**src/rtl/mux_arbiter_pkg.sv**
```systemverilog
// Shared encodings for the two-requester round-robin arbiter.
// Latency: n/a (types and constants only).
// Backpressure: n/a.
package mux_arbiter_pkg;

    // Grant state encoding, fixed so that grant bits map directly from state.
    localparam logic [1:0] IDLE   = 2'd0;
    localparam logic [1:0] GRANT0 = 2'd1;
    localparam logic [1:0] GRANT1 = 2'd2;

    typedef enum logic [1:0] {
        ST_IDLE   = IDLE,
        ST_GRANT0 = GRANT0,
        ST_GRANT1 = GRANT1
    } arb_state_t;

    // Width of the per-grant transfer counter (MAX_BURST tops out at 255).
    localparam int BURST_CNT_W = 8;

    // One-hot owner derived from the state; 00 while idle.
    function automatic logic [1:0] grant_of(input arb_state_t s);
        return {s == ST_GRANT1, s == ST_GRANT0};
    endfunction

endpackage

```
**src/rtl/mux_2x1_nbit.sv**
```systemverilog
// n-bit 2:1 select between the two requester words.
// Latency: combinational.
// Backpressure: none, pure datapath.
module mux_2x1_nbit #(
    parameter int n = 3
) (
    input  logic [n-1:0] a,
    input  logic [n-1:0] b,
    input  logic         s,
    output logic [n-1:0] y
);

    assign y = s ? b : a;

endmodule

```
**src/rtl/mux_arbiter_2x1.sv**
```systemverilog
// Round-robin burst arbiter: two valid/ready requesters share one registered n-bit output.
// Latency: grant one edge after valid is seen in IDLE, first word lands in f one edge later.
// Backpressure: ready of the owner follows (!f_valid | f_ready); ARB_BURST_LIMIT_EN caps bursts.
module mux_arbiter_2x1
    import mux_arbiter_pkg::*;
#(
    parameter int n         = 3,
    parameter int MAX_BURST = 4
) (
    input  logic         clk,
    input  logic         reset,
    input  logic         valid0,
    input  logic         valid1,
    input  logic [n-1:0] w0,
    input  logic [n-1:0] w1,
    output logic         ready0,
    output logic         ready1,
    output logic [1:0]   grant,
    output logic [n-1:0] f,
    output logic         f_valid,
    output logic         f_src,
    input  logic         f_ready
);

    // A burst limit outside 1..255 cannot be represented by the counter.
    if (MAX_BURST < 1 || MAX_BURST > 255) begin : g_max_burst_range
        $error("mux_arbiter_2x1: MAX_BURST must be in 1..255");
    end

    arb_state_t   state;
    arb_state_t   state_nxt;
    logic         prio;
    logic         prio_nxt;
    logic [n-1:0] mux_y;
    logic         out_free;
    logic         own_vld;
    logic         oth_vld;
    arb_state_t   oth_state;
    logic         xfer;

    assign grant    = grant_of(state);
    assign out_free = !f_valid || f_ready;
    assign ready0   = grant[0] && out_free;
    assign ready1   = grant[1] && out_free;
    assign xfer     = (valid0 && ready0) || (valid1 && ready1);

    // Owner/other view of the request lines, only meaningful in a GRANT state.
    assign own_vld   = grant[1] ? valid1 : valid0;
    assign oth_vld   = grant[1] ? valid0 : valid1;
    assign oth_state = grant[1] ? ST_GRANT0 : ST_GRANT1;

    mux_2x1_nbit #(
        .n (n)
    ) u_sel (
        .a (w0),
        .b (w1),
        .s (grant[1]),
        .y (mux_y)
    );

`ifdef ARB_BURST_LIMIT_EN
    logic [BURST_CNT_W-1:0] burst_cnt;
    logic [BURST_CNT_W-1:0] burst_cnt_nxt;
    logic                   burst_done;

    // The transfer in flight is the last one allowed in this grant.
    assign burst_done = xfer && (burst_cnt == BURST_CNT_W'(MAX_BURST - 1));
`endif

    // Next grant and priority: tie-break on prio from IDLE, hand over on release.
    always_comb begin
        state_nxt = state;
        prio_nxt  = prio;
`ifdef ARB_BURST_LIMIT_EN
        burst_cnt_nxt = burst_cnt;
`endif
        case (state)
            ST_IDLE: begin
                if (valid0 && valid1) begin
                    state_nxt = prio ? ST_GRANT1 : ST_GRANT0;
                end else if (valid0) begin
                    state_nxt = ST_GRANT0;
                end else if (valid1) begin
                    state_nxt = ST_GRANT1;
                end
            end
            ST_GRANT0, ST_GRANT1: begin
                if (!own_vld) begin
                    // Release: go straight to the waiting requester, no IDLE bubble.
                    state_nxt = oth_vld ? oth_state : ST_IDLE;
                    prio_nxt  = grant[0];
                end
`ifdef ARB_BURST_LIMIT_EN
                else if (xfer) begin
                    if (burst_done) begin
                        burst_cnt_nxt = '0;
                        if (oth_vld) begin
                            state_nxt = oth_state;
                            prio_nxt  = grant[0];
                        end
                    end else begin
                        burst_cnt_nxt = burst_cnt + 1'b1;
                    end
                end
`endif
            end
            default: state_nxt = ST_IDLE;
        endcase
`ifdef ARB_BURST_LIMIT_EN
        if (state_nxt != state) begin
            burst_cnt_nxt = '0;
        end
`endif
    end

    // Arbitration state register.
    always_ff @(posedge clk or posedge reset) begin
        if (reset) begin
            state <= ST_IDLE;
            prio  <= 1'b0;
        end else begin
            state <= state_nxt;
            prio  <= prio_nxt;
        end
    end

`ifdef ARB_BURST_LIMIT_EN
    // Transfers taken in the current grant.
    always_ff @(posedge clk or posedge reset) begin
        if (reset) begin
            burst_cnt <= '0;
        end else begin
            burst_cnt <= burst_cnt_nxt;
        end
    end
`endif

    // Single output stage: load on transfer (even while being consumed), else drain.
    always_ff @(posedge clk or posedge reset) begin
        if (reset) begin
            f       <= '0;
            f_valid <= 1'b0;
            f_src   <= 1'b0;
        end else if (xfer) begin
            f       <= mux_y;
            f_valid <= 1'b1;
            f_src   <= grant[1];
        end else if (f_valid && f_ready) begin
            f_valid <= 1'b0;
        end
    end

endmodule
```
**config.mk**
```make
export PLATFORM = sky130hd
export DESIGN_NAME = mux_arbiter_2x1
export DESIGN_NICKNAME = d
export VERILOG_FILES = /design/src/rtl/mux_arbiter_pkg.sv /design/src/rtl/mux_2x1_nbit.sv /design/src/rtl/mux_arbiter_2x1.sv
export SDC_FILE = /design/constraint.sdc
export NUM_CORES = 1
export LEC_CHECK = 0
export ABC_AREA = 1
export CORE_ASPECT_RATIO = 0.9
export CORE_UTILIZATION = 35
export DETAILED_ROUTE_END_ITERATION = 7
export PLACE_DENSITY_LB_ADDON = 0.12
export REMOVE_ABC_BUFFERS = 1
export SYNTH_ARGS = -nofsm -noshare
export SYNTH_HDL_FRONTEND = slang
export SYNTH_SLANG_ARGS = --single-unit
```
**constraint.sdc**
```tcl
create_clock -name clk -period 3.4 [get_ports clk]
set_input_delay 0.51 -clock clk [delete_from_list [all_inputs] [get_ports clk]]
set_output_delay 0.51 -clock clk [all_outputs]
set_load 0.005 [all_outputs]
```
# Word level (Yosys, flattened, before mapping)
# Index checks and enable logic that the tools add are counted.
word_totals:
  register_bits: 8
  output_inout_bits: 9
classes:
  n_eq_ne: 4
  n_mux: 13
  bitwise: 1
  n_reduce_logical: 14
op_table:
  columns: ["cell", "count"]
  rows:
  - ["2-to-1 mux 2 bit", 7]
  - ["logical AND 1 bit", 6]
  - ["2-to-1 mux 1 bit", 4]
  - ["inequality test 4 bit, second input constant", 1]
  - ["one-hot mux 2 bit (2 select lines)", 1]
  - ["AND reduction 2 bit", 2]
  - ["2-to-1 mux 3 bit", 1]
  - ["equality test 2 x 1 -> 1 bit, second input constant", 1]
  - ["equality test 2 bit, second input constant", 1]
  - ["logical NOT 2 bit", 1]
  - ["logical OR 1 bit", 2]
  - ["inequality test 2 bit, second input constant", 1]
  - ["nonzero test 2 bit", 1]
  - ["OR reduction 2 bit", 1]
  - ["logical NOT 1 bit", 1]
  - ["inverter 1 bit", 1]

# Depth between registers and ports, before layout
# Gate-level depths: netlist of run 1.
depth:
  word_depth: 6
  ltp_mapped: 9
  mapped_depth_nobuf: 9

# Hierarchy
# A second synthesis of run 1 with hierarchy kept.
hier_totals:
  hier_cells: 80
  hier_area_um2: 563.0
by_module_without_submodules:
  columns: ["module", "instances", "cells_each", "area_each_um2"]
  rows:
  - ["mux_arbiter_2x1", 1, 70, 525.5]
  - ["mux_2x1_nbit", 1, 10, 37.5]

# Worst setup path before layout of run 1
# No wires, ideal clock.
synth_path:
  path_kind: "reg2out"
  startpoint: "register state[0]"
  endpoint: "output ready1"
  arrival_time_ns: 0.982
  t_required_ns: 2.890
  slack_ns: 1.908
  stages_incl_launch_ff: 5
  path_buffers: 0
  path_cell_list: "dfrtp_1 inv_1 ha_1 inv_2 a21oi_4"
synth_between:
  elab_chain_cells: 2
synth_lines:
  columns: ["item", "line_no", "rtl"]
  rows:
  - ["start, declared", "mux_arbiter_2x1.sv:30", "arb_state_t state;"]
  - ["start signal, assigned", "mux_arbiter_2x1.sv:122", "state <= state_nxt;"]
  - ["equality test 2 bit", "mux_arbiter_pkg.sv:22", "return {s == ST_GRANT1, s == ST_GRANT0};"]
  - ["via u_sel.s", "mux_2x1_nbit.sv:9", "input logic s,"]
  - ["logical AND 1 bit", "mux_arbiter_2x1.sv:44", "assign ready1 = grant[1] && out_free;"]
  - ["end, declared", "mux_arbiter_2x1.sv:17", "output logic ready1,"]
# The timed path passes the listed nets, and every way through them passes these cells.

# Final worst setup path of run 1
layout_path:
  startpoint: "register state[0]"
  endpoint: "output ready1"
layout_between:
  elab_chain_cells: 2
layout_lines:
  columns: ["item", "line_no"]
  rows:
  - ["equality test 2 bit", "mux_arbiter_pkg.sv:22"]
  - ["logical AND 1 bit", "mux_arbiter_2x1.sv:44"]
# Every way passes these cells.

==> results by group, run 1 <==
Clock tree
  • Total CTS buffers: 3
  • Root Buffer: clkbuf_4
  • Clock transition at the registers of the reported paths: 0.06 ns
  • Post-CTS Repair Setup Buffers: 0
  • CTS tree: done
  • Clock Sinks: 8
  • Post_cts resized: 0
  • H-tree levels: 1
  • Worst skew pair latency: 0.26 ns
  • Max Root-Sink Buffers: 2
  • Cts hold-fix bufs: 0

Cells and area
  • Final net count: roughly 120
  • Fillcell total: 147
  • Commonest non-fill, non-tap cell in the layout: nand2_1
  • Share of cells above drive strength 1: roughly 8.9%
  • Most frequent cells in the layout: nand2_1 (37), clkdlybuf4s50_1 (19), inv_1 (9)
  • Util after Layout: 54.4%
  • Post-Layout Cell Count: 123
  • Area Overhead vs Synth: 40.6%
  • ANT cells: 0
  • FF+latch area: approximately 200 sq um
  • Area of the multi-input gates: 328 sq um

STA
  • RSZ-0062 raised after global routing: no
  • Final WS setup: 1.03 ns
  • Setup Viol. Count Final: 0
  • Worst hold slack: 0.496 ns
  • Highest clock rate: 423 MHz
  • Slew Limit Headroom: 78.3%
  • Setup TNS: 0 ns
  • Skew final: between 0.009 and 0.01 ns
  • Least-Margin Pin Slew: 0.326 ns
  • Final worst path period share: between 60% and 70%
  • Final hold vios: 0
  • Fin. max-slew vios: 0
  • Tmin final: 2.37 ns

Floorplan
  • Row cnt: 13
  • Die Wd: 44.7 microns
  • Ports: 20
  • Die ar.: 1800 sq um
  • Initial core utilization: around 39%
  • Core footprint: 1480 sq um
  • Die height: approximately 40 microns

Synthesis
  • Synthesized area per cell: a little over 7 sq um
  • Yosys warning total: 0
  • Syn Inst Count: 80
  • Synthesized area: 573 sq um
  • Cell taking the most area after synthesis: dfrtp_1
  • Xor and xnor area share after synthesis: 0%
  • Cell variety after synth: 13
  • Area contributors post-synth: dfrtp_1 (35%), nand2_1 (24%), ha_1 (11%)
  • Simple-Gate Fraction of Synth Area: 38.4%
  • Post-synthesis mux area share: 0%
  • Main combinational cell family by area after synthesis: simple AND/OR/NAND/NOR gates
  • Adder-cell share of the synthesized area: 10.9%
  • Area share of the largest cell type after synthesis: 34.9%
  • Sequential area share after synthesis: 34.9%
  • Seq cells post-synth: 8
  • Synth Area in Compound Gates: under 10%

Run status
  • Outcome: finished clean

Global route
  • Vias in the first global route: between 400 and 500
  • Initial antenna violation count: 0
  • GR Overflow Total: 0
  • Tot GR Track Use: 17.2%
  • Pin count of the biggest net entering global routing: 9
  • First-pass GRT wire length: 2.01 mm

Drt
  • WL per Instance: 10.0 microns
  • Routed Antenna Nets: 0
  • Detailed-route via count: 556
  • Via density: around 4.5
  • Routed wire length: 1.23 mm
  • Initial drt markers: 7
  • DRC viols: 0
  • Drt pass-1 iters: 4

Setup path
  • Reg2Reg Setup Slack: 1.95 ns
  • Crit path kind: flip-flop to output pin
  • Worst EP required: a little under 3 ns
  • CP max FO: 7
  • RR Startpoint: state[0]
  • Startpoint Class: flip-flop
  • CP Capture Type: output pin
  • Worst reg2reg path depth: 8
  • R2R Path End: f_src
  • Critical path arrival: between 1.5 and 2 ns

Power
  • Power density cells: approximately 770 nW/um^2
  • VDD IR max: 0.408 mV
  • Leak Pwr: 0.000423 uW

Placed design
  • PortBufs: 19
  • Detail Placement HPWL: 974 microns
  • Cells after DPL: 120
  • Dpl ws: 1.12 ns
  • RePlAce Congestion: a little over 0.7

Worst hold path
  • Worst min-delay path class: input port to asynchronous set/reset pin

Run
  • Max Cap Violations: 0
==> critical path: stages, from the launching register on <==
cell	delay [ns]
dfrtp_1	0.41
inv_1	0.11
ha_1	0.30
inv_2	0.11
a21oi_4	0.16
clkdlybuf4s50_1	0.52
==> registers in the layout, indices dropped and copies added (netlist names) <==
| name | count |
|---|---|
| prio | 1 |
| state | 2 |
| f_src | 1 |
| f | 3 |
| f_valid | 1 |
==> kinds of logic after synthesis <==
kind of cell / count (synthesis)
buf+inv: 11
flops: 8
simple gates: 50
compound gates: 6
fa+ha+maj: 5
==> metrics by stage <==
step | instance area [sq um] | power [uW]
4_1_cts | 806 | 626
3_5_place_dp | 783 | 544
5_1_grt | 806 | 687
6_report | 806 | 617
2_1_floorplan | 566 | 394
3_3_place_gp | 783 | 541
==> cells in the mapped netlist (all sizes together) <==
cell	n
o21ai	2
a21oi	4
nor2	2
buf	1
dfrtp	8
nand2	40
ha	5
inv	10
nand3	8
==> layer usage <==
metal  track usage, %  vias to the layer above  wire length (microns)
met5                0                        -                      0
met4             6.82                        0                     10
met3             8.11                        2                     97
met2             24.3                       17                    514
met1             22.4                      247                    610
li1                 -                      290                      -
==> power breakdown <==
group / total (uW) / switching (uW) / internal, uW
combinational: 367 / 186 / 181
clock: 74.4 / 33.9 / 40.5
sequential: 176 / 35.9 / 140
total: 617 / 255 / 362
==> worst max path at each step <==
stage / from / to / slack, ns / cells past startpoint
floorplan: state[0] / ready1 / 1.88 / 4
CTS: state[0] / ready1 / 1.02 / 5
global placement: f_ready / ready0 / 1.13 / 4
finish: state[0] / ready1 / 1.03 / 5
detailed placement: f_ready / ready0 / 1.12 / 4
global route: state[0] / ready1 / 0.91 / 5
==> final cells by class <==
| class | instances | share of cell area, % |
|---|---|---|
| timing repair buffer | 19 | 23.6 |
| sequential | 8 | 24.8 |
| multi-input combinational | 61 | 40.7 |
| clock buffer | 3 | 2.80 |
| inverter | 10 | 4.66 |
| tap | 22 | 3.42 |
Power figures use the tool's default switching activity.
==> run 2: changes to the inputs <==
clock period = 2.2 ns   (was 3.4 ns; I/O delays follow)
==> run 2 against run 1 <==
Effect of this change:
- final cell count did not move
- final area rose by 1.7%
- wire length rose by 1.1%
- sequential power is 56% higher
- register-to-register slack got worse by 1.2 ns
- worst hold slack worse by 0.18 ns
- power increased by 58%
- global-route usage is 0.47 points higher
- clock skew increased by 0.0060 ns
- non-clock buffer count did not move
- critical endpoint unchanged
- largest cell class unchanged
- highest routed layer unchanged
==> results by group, run 2 (synthesis results as in run 1) <==
Clock tree
  • Clock Sinks: 8
  • H-tree levels: 1
  • Max Root-Sink Buffers: 2
  • Root Buffer: clkbuf_4
  • Worst skew pair latency: 0.27 ns
  • Total CTS buffers: 3
  • CTS tree: done
  • Clock transition at the registers of the reported paths: 0.07 ns
  • Post-CTS Repair Setup Buffers: 0

Placed design
  • RePlAce Congestion: 0.734
  • Detail Placement HPWL: 977 microns
  • Placed cell area: 783 sq um
  • PortBufs: 19

Setup path
  • CP Capture Type: output pin
  • Crit-path cells: inv_1 -> ha_4 -> inv_2 -> a21oi_4 -> clkdlybuf4s50_1
  • Reg2Reg Setup Slack: 0.78 ns
  • Critical path launch point: state[0]
  • Crit path kind: flip-flop to output pin
  • Slowest cell on the critical path: clkdlybuf4s50_1
  • Worst EP required: 1.87 ns
  • Crit path buffers/inverters: 3
  • CP max FO: 7
  • Critical path arrival: 1.74 ns
  • Worst path top cell family by delay: buffers and inverters
  • Startpoint Class: flip-flop
  • RR Startpoint: state[0]
  • Worst reg2reg path depth: 9
  • R2R Path End: state[1]
  • CP max stage delay: ~0.52 ns

STA
  • Setup TNS: 0 ns
  • Setup Viol. Count Final: 0
  • Least-Margin Pin Slew: 0.342 ns
  • Fin. max-slew vios: 0
  • Slew Limit Headroom: 77.2%
  • Final hold vios: 0
  • RSZ-0062 raised after global routing: no
  • Worst hold slack: 0.318 ns
  • Highest clock rate: between 400 and 500 MHz
  • Final worst path period share: 94.3%
  • Skew final: 0.0159 ns
  • Tmin final: 2.07 ns

Drt
  • Via density: ~4.4
  • Detailed-route via count: between 500 and 600
  • Initial drt markers: 7
  • DRC viols: 0
  • Routed wire length: 1.25 mm
  • Drt pass-1 iters: 4
  • WL per Instance: roughly 10 microns
  • Routed Antenna Nets: 0

Cells and area
  • Max reg flops: 3
  • Biggest regs: f: 3 flops, state: 2 flops
  • Util after Layout: 55.4%
  • ANT cells: 0
  • Area Overhead vs Synth: 43.0%
  • Commonest non-fill, non-tap cell in the layout: nand2_1
  • Share of cells above drive strength 1: between 10% and 20%
  • Most frequent cells in the layout: nand2_1 (37), clkdlybuf4s50_1 (19), inv_1 (9)
  • Register name with the most flops: f
  • Final net count: 119
  • Design Area, Final: between 800 and 900 sq um

Power
  • Leak Pwr: 0.000422 uW
  • VDD IR max: 0.589 mV
  • Combinational fraction of design power: 59.4%
  • Sw frac: 41.5%
  • Sw Pwr: 404 uW
  • P_int: approximately 570 uW
  • Power density cells: 1190 nW/um^2
  • Seq pwr share: 28.3%
  • Total power: 974 uW
  • Clock power frac: 12.4%

Floorplan
  • Initial core utilization: between 30% and 40%
  • Die height: about 40 microns
  • Ports: 20
  • Die Wd: 44.7 microns
  • Core footprint: 1480 sq um
  • Row cnt: 13
  • Die ar.: 1800 sq um

Global route
  • First-pass GRT wire length: 2.05 mm
  • Vias in the first global route: just under 500
  • Tot GR Track Use: about 18%
  • Pin count of the biggest net entering global routing: 9
  • Initial antenna violation count: 0
  • GR Overflow Total: 0

Worst hold path
  • Worst min-delay path class: input port to asynchronous set/reset pin

Run
  • Max Cap Violations: 0

Run status
  • Outcome: finished clean
==> run 2: area by class of cell <==
type / instances / area, sq um
timing repair buffer: 19 / 190
fill: 146 / 661
tap: 22 / 27.5
inverter: 10 / 37.5
sequential: 8 / 201
multi-input combinational: 61 / 340
clock buffer: 3 / 22.5
==> run 2: what timing repair did <==
item / in CTS / in global routing
setup endpoints to repair: 1 / 1
resized for setup: 1 / 2
hold buffers: 0 / 0
==> run 2: power by group through the flow <==
stage               combinational, uW  clock (uW)  sequential [uW]
finish                            578         120              275
global route                      670         130              287
CTS                               575         128              270
detailed placement                568           0              272
global placement                  565           0              270
floorplan                         339           0              270
==> run 2: stage by stage <==
stage               std cells  setup WS, ns
floorplan                  79         0.865
global placement          120         0.288
detailed placement        120         0.263
CTS                       123        0.0495
global route              123       0.00684
finish                    123         0.125
==> run 2: metal layers <==
metal | GRT usage (%) | vias to the layer above | part of all wire [%]
met2 | 27.9 | 17 | 44
li1 | - | 287 | -
met1 | 21.0 | 236 | 48
met5 | 0 | - | 0
met3 | 8.11 | 2 | 7.0
met4 | 6.82 | 0 | 0.64
==> run 2: worst max-delay path by stage <==
stage | slack, ns | endpoint | cells past startpoint
CTS | 0.05 | ready1 | 5
detailed placement | 0.26 | ready0 | 4
floorplan | 0.86 | ready1 | 4
global placement | 0.29 | ready0 | 4
finish | 0.13 | ready1 | 5
global route | 0.007 | ready0 | 5
==> run 3: changes to the inputs <==
ABC_CLOCK_PERIOD_IN_PS = 2200   (was not set)
RECOVER_POWER = 50   (was not set)
==> run 3 against run 2 <==
Effect of this change:
- final cell count did not move
- final area fell by 0.92%
- clock-buffer cell count did not move
- global-route usage did not move
- core utilization fell by 0.51 points
- sequential power barely moved
- wire length did not move
- fmax barely moved
- power fell by 0.72%
- critical endpoint unchanged
- highest routed layer unchanged
==> results by group, run 3 (synthesis results as in run 1) <==
Run
  • Max Cap Violations: 0

Clock tree
  • Worst skew pair latency: between 0.2 and 0.3 ns
  • Root Buffer: clkbuf_4
  • H-tree levels: 1
  • CTS tree: done
  • Total CTS buffers: 3
  • Cts hold-fix bufs: 0
  • Post-CTS Repair Setup Buffers: 0
  • Clock transition at the registers of the reported paths: 0.06 ns
  • Clock Sinks: 8
  • Max Root-Sink Buffers: 2

Cells and area
  • Share of cells above drive strength 1: 9.90%
  • ANT cells: 0
  • Most frequent cells in the layout: nand2_1 (38), clkdlybuf4s50_1 (18), inv_1 (9)
  • Biggest regs: f: 3 flops, state: 2 flops
  • Commonest non-fill, non-tap cell in the layout: nand2_1
  • Final net count: 119
  • Area Overhead vs Synth: 41.7%
  • Fillcell total: 146
  • Register name with the most flops: f
  • Max reg flops: 3

Global route
  • GR Layer Usage met2: 27.9%
  • Tot GR Track Use: 17.6%
  • Met3 GRT Util: 8.11%
  • First-pass GRT wire length: 2.05 mm
  • Initial antenna violation count: 0
  • Vias in the first global route: 488
  • M1 GR Usage: 21.0%
  • Pin count of the biggest net entering global routing: 9
  • GR Overflow Total: 0
  • Layer with the highest usage: met2

Setup path
  • Worst EP required: 1.87 ns
  • Critical path launch point: state[0]
  • RR Startpoint: state[0]
  • Slowest cell on the critical path: clkdlybuf4s50_1
  • Critical path arrival: 1.75 ns
  • Worst reg2reg path depth: 9
  • Crit path kind: flip-flop to output pin
  • CP max stage delay: between 0.5 and 0.6 ns
  • Crit-path cells: inv_1 -> ha_4 -> inv_2 -> a21oi_4 -> clkdlybuf4s50_1
  • CP Capture Type: output pin
  • Startpoint Class: flip-flop
  • CP max FO: 7

Floorplan
  • Die height: a little over 40 microns
  • Die Wd: 44.7 microns
  • Initial core utilization: 38.7%
  • Row cnt: 13
  • Ports: 20
  • Die ar.: 1800 sq um
  • Core footprint: 1480 sq um

STA
  • Final hold vios: 0
  • Setup TNS: 0 ns
  • Setup Viol. Count Final: 0
  • Final worst path period share: 94.4%
  • RSZ-0062 raised after global routing: no
  • Worst hold slack: around 0.46 ns
  • Fin. max-slew vios: 0
  • Highest clock rate: 482 MHz
  • Skew final: 0.0138 ns
  • Least-Margin Pin Slew: 0.342 ns
  • Slew Limit Headroom: 77.2%
  • Tmin final: 2.08 ns

Power
  • Clock power frac: 12.4%
  • Total power: 967 uW
  • P_int: 568 uW
  • Sw Pwr: approximately 400 uW
  • Sw frac: 41.3%
  • VDD IR max: roughly 0.6 mV
  • Combinational fraction of design power: 59.2%
  • Power density cells: 1190 nW/um^2
  • Leak Pwr: about 0.00041 uW
  • Seq pwr share: around 28%

Run status
  • Outcome: finished clean

Worst hold path
  • Worst min-delay path class: input port to asynchronous set/reset pin

Placed design
  • PortBufs: 19
  • RePlAce Congestion: around 0.73
  • Detail Placement HPWL: slightly below 1 mm

Drt
  • Detailed-route via count: roughly 540
  • DRC viols: 0
  • WL per Instance: 10.1 microns
  • Initial drt markers: 7
  • Via density: 4.41
  • Drt pass-1 iters: 4
  • Routed wire length: between 1 and 1.5 mm
  • Routed Antenna Nets: 0
==> run 3: cell count changes in the layout (fill, tap and decap cells not counted), sizes merged <==
| cell | before | now |
|---|---|---|
| clkdlybuf4s50 | 19 | 18 |
| dlygate4sd3 | 0 | 1 |
==> run 3: repair_timing <==
action                                  in CTS  in global routing
pin swaps                                    0                  0
endpoints found under the setup margin       1                  1
gates resized for setup                      1                  2
==> run 3: power groups by stage <==
stage / clock, uW / sequential, uW / combinational [uW]
2_1_floorplan: 0 / 270 / 339
3_3_place_gp: 0 / 270 / 565
3_5_place_dp: 0 / 272 / 568
4_1_cts: 128 / 270 / 575
5_1_grt: 130 / 287 / 663
6_report: 120 / 276 / 572
==> run 3: critical path: cells and delay by family, from the launching register on <==
family	cells	cell delay [ns]
buffers and inverters	3	0.75
flip-flops	1	0.40
adder cells (fa/ha/maj)	1	0.19
AO/OA/AOI/OAI	1	0.14
==> run 3: worst paths after layout <==
| path | end | slack, ns |
|---|---|---|
| min in group clk | prio | 0.49 |
| max in group asynchronous | state[1] | 1.45 |
| hold / removal | f_valid | 0.46 |
| setup / recovery | ready1 | 0.12 |
| hold reg to reg | prio | 0.49 |
| setup reg to reg | state[1] | 0.78 |
==> run 3: through the flow <==
stage	area, sq um	setup WS [ns]	instances	utilization (%)
2_1_floorplan	566	0.865	79	-
3_3_place_gp	783	0.288	120	52.9
3_5_place_dp	783	0.263	120	52.9
4_1_cts	808	0.0495	123	54.6
5_1_grt	812	0.0220	123	54.9
6_report	812	0.124	123	54.9
==> run 3: layout make-up <==
class	count	area [sq um]	share of cell area [%]
tap	22	27.5	3.39
clock buffer	3	22.5	2.77
sequential	8	201	24.8
timing repair buffer	19	190	23.4
inverter	10	37.5	4.62
multi-input combinational	61	333	41.0
==> run 3: layer usage <==
| layer | vias up | part of all wire [%] |
|---|---|---|
| met5 | - | 0 |
| met4 | 0 | 0.80 |
| met3 | 2 | 7.0 |
| met2 | 15 | 44 |
| met1 | 239 | 48 |
| li1 | 287 | - |
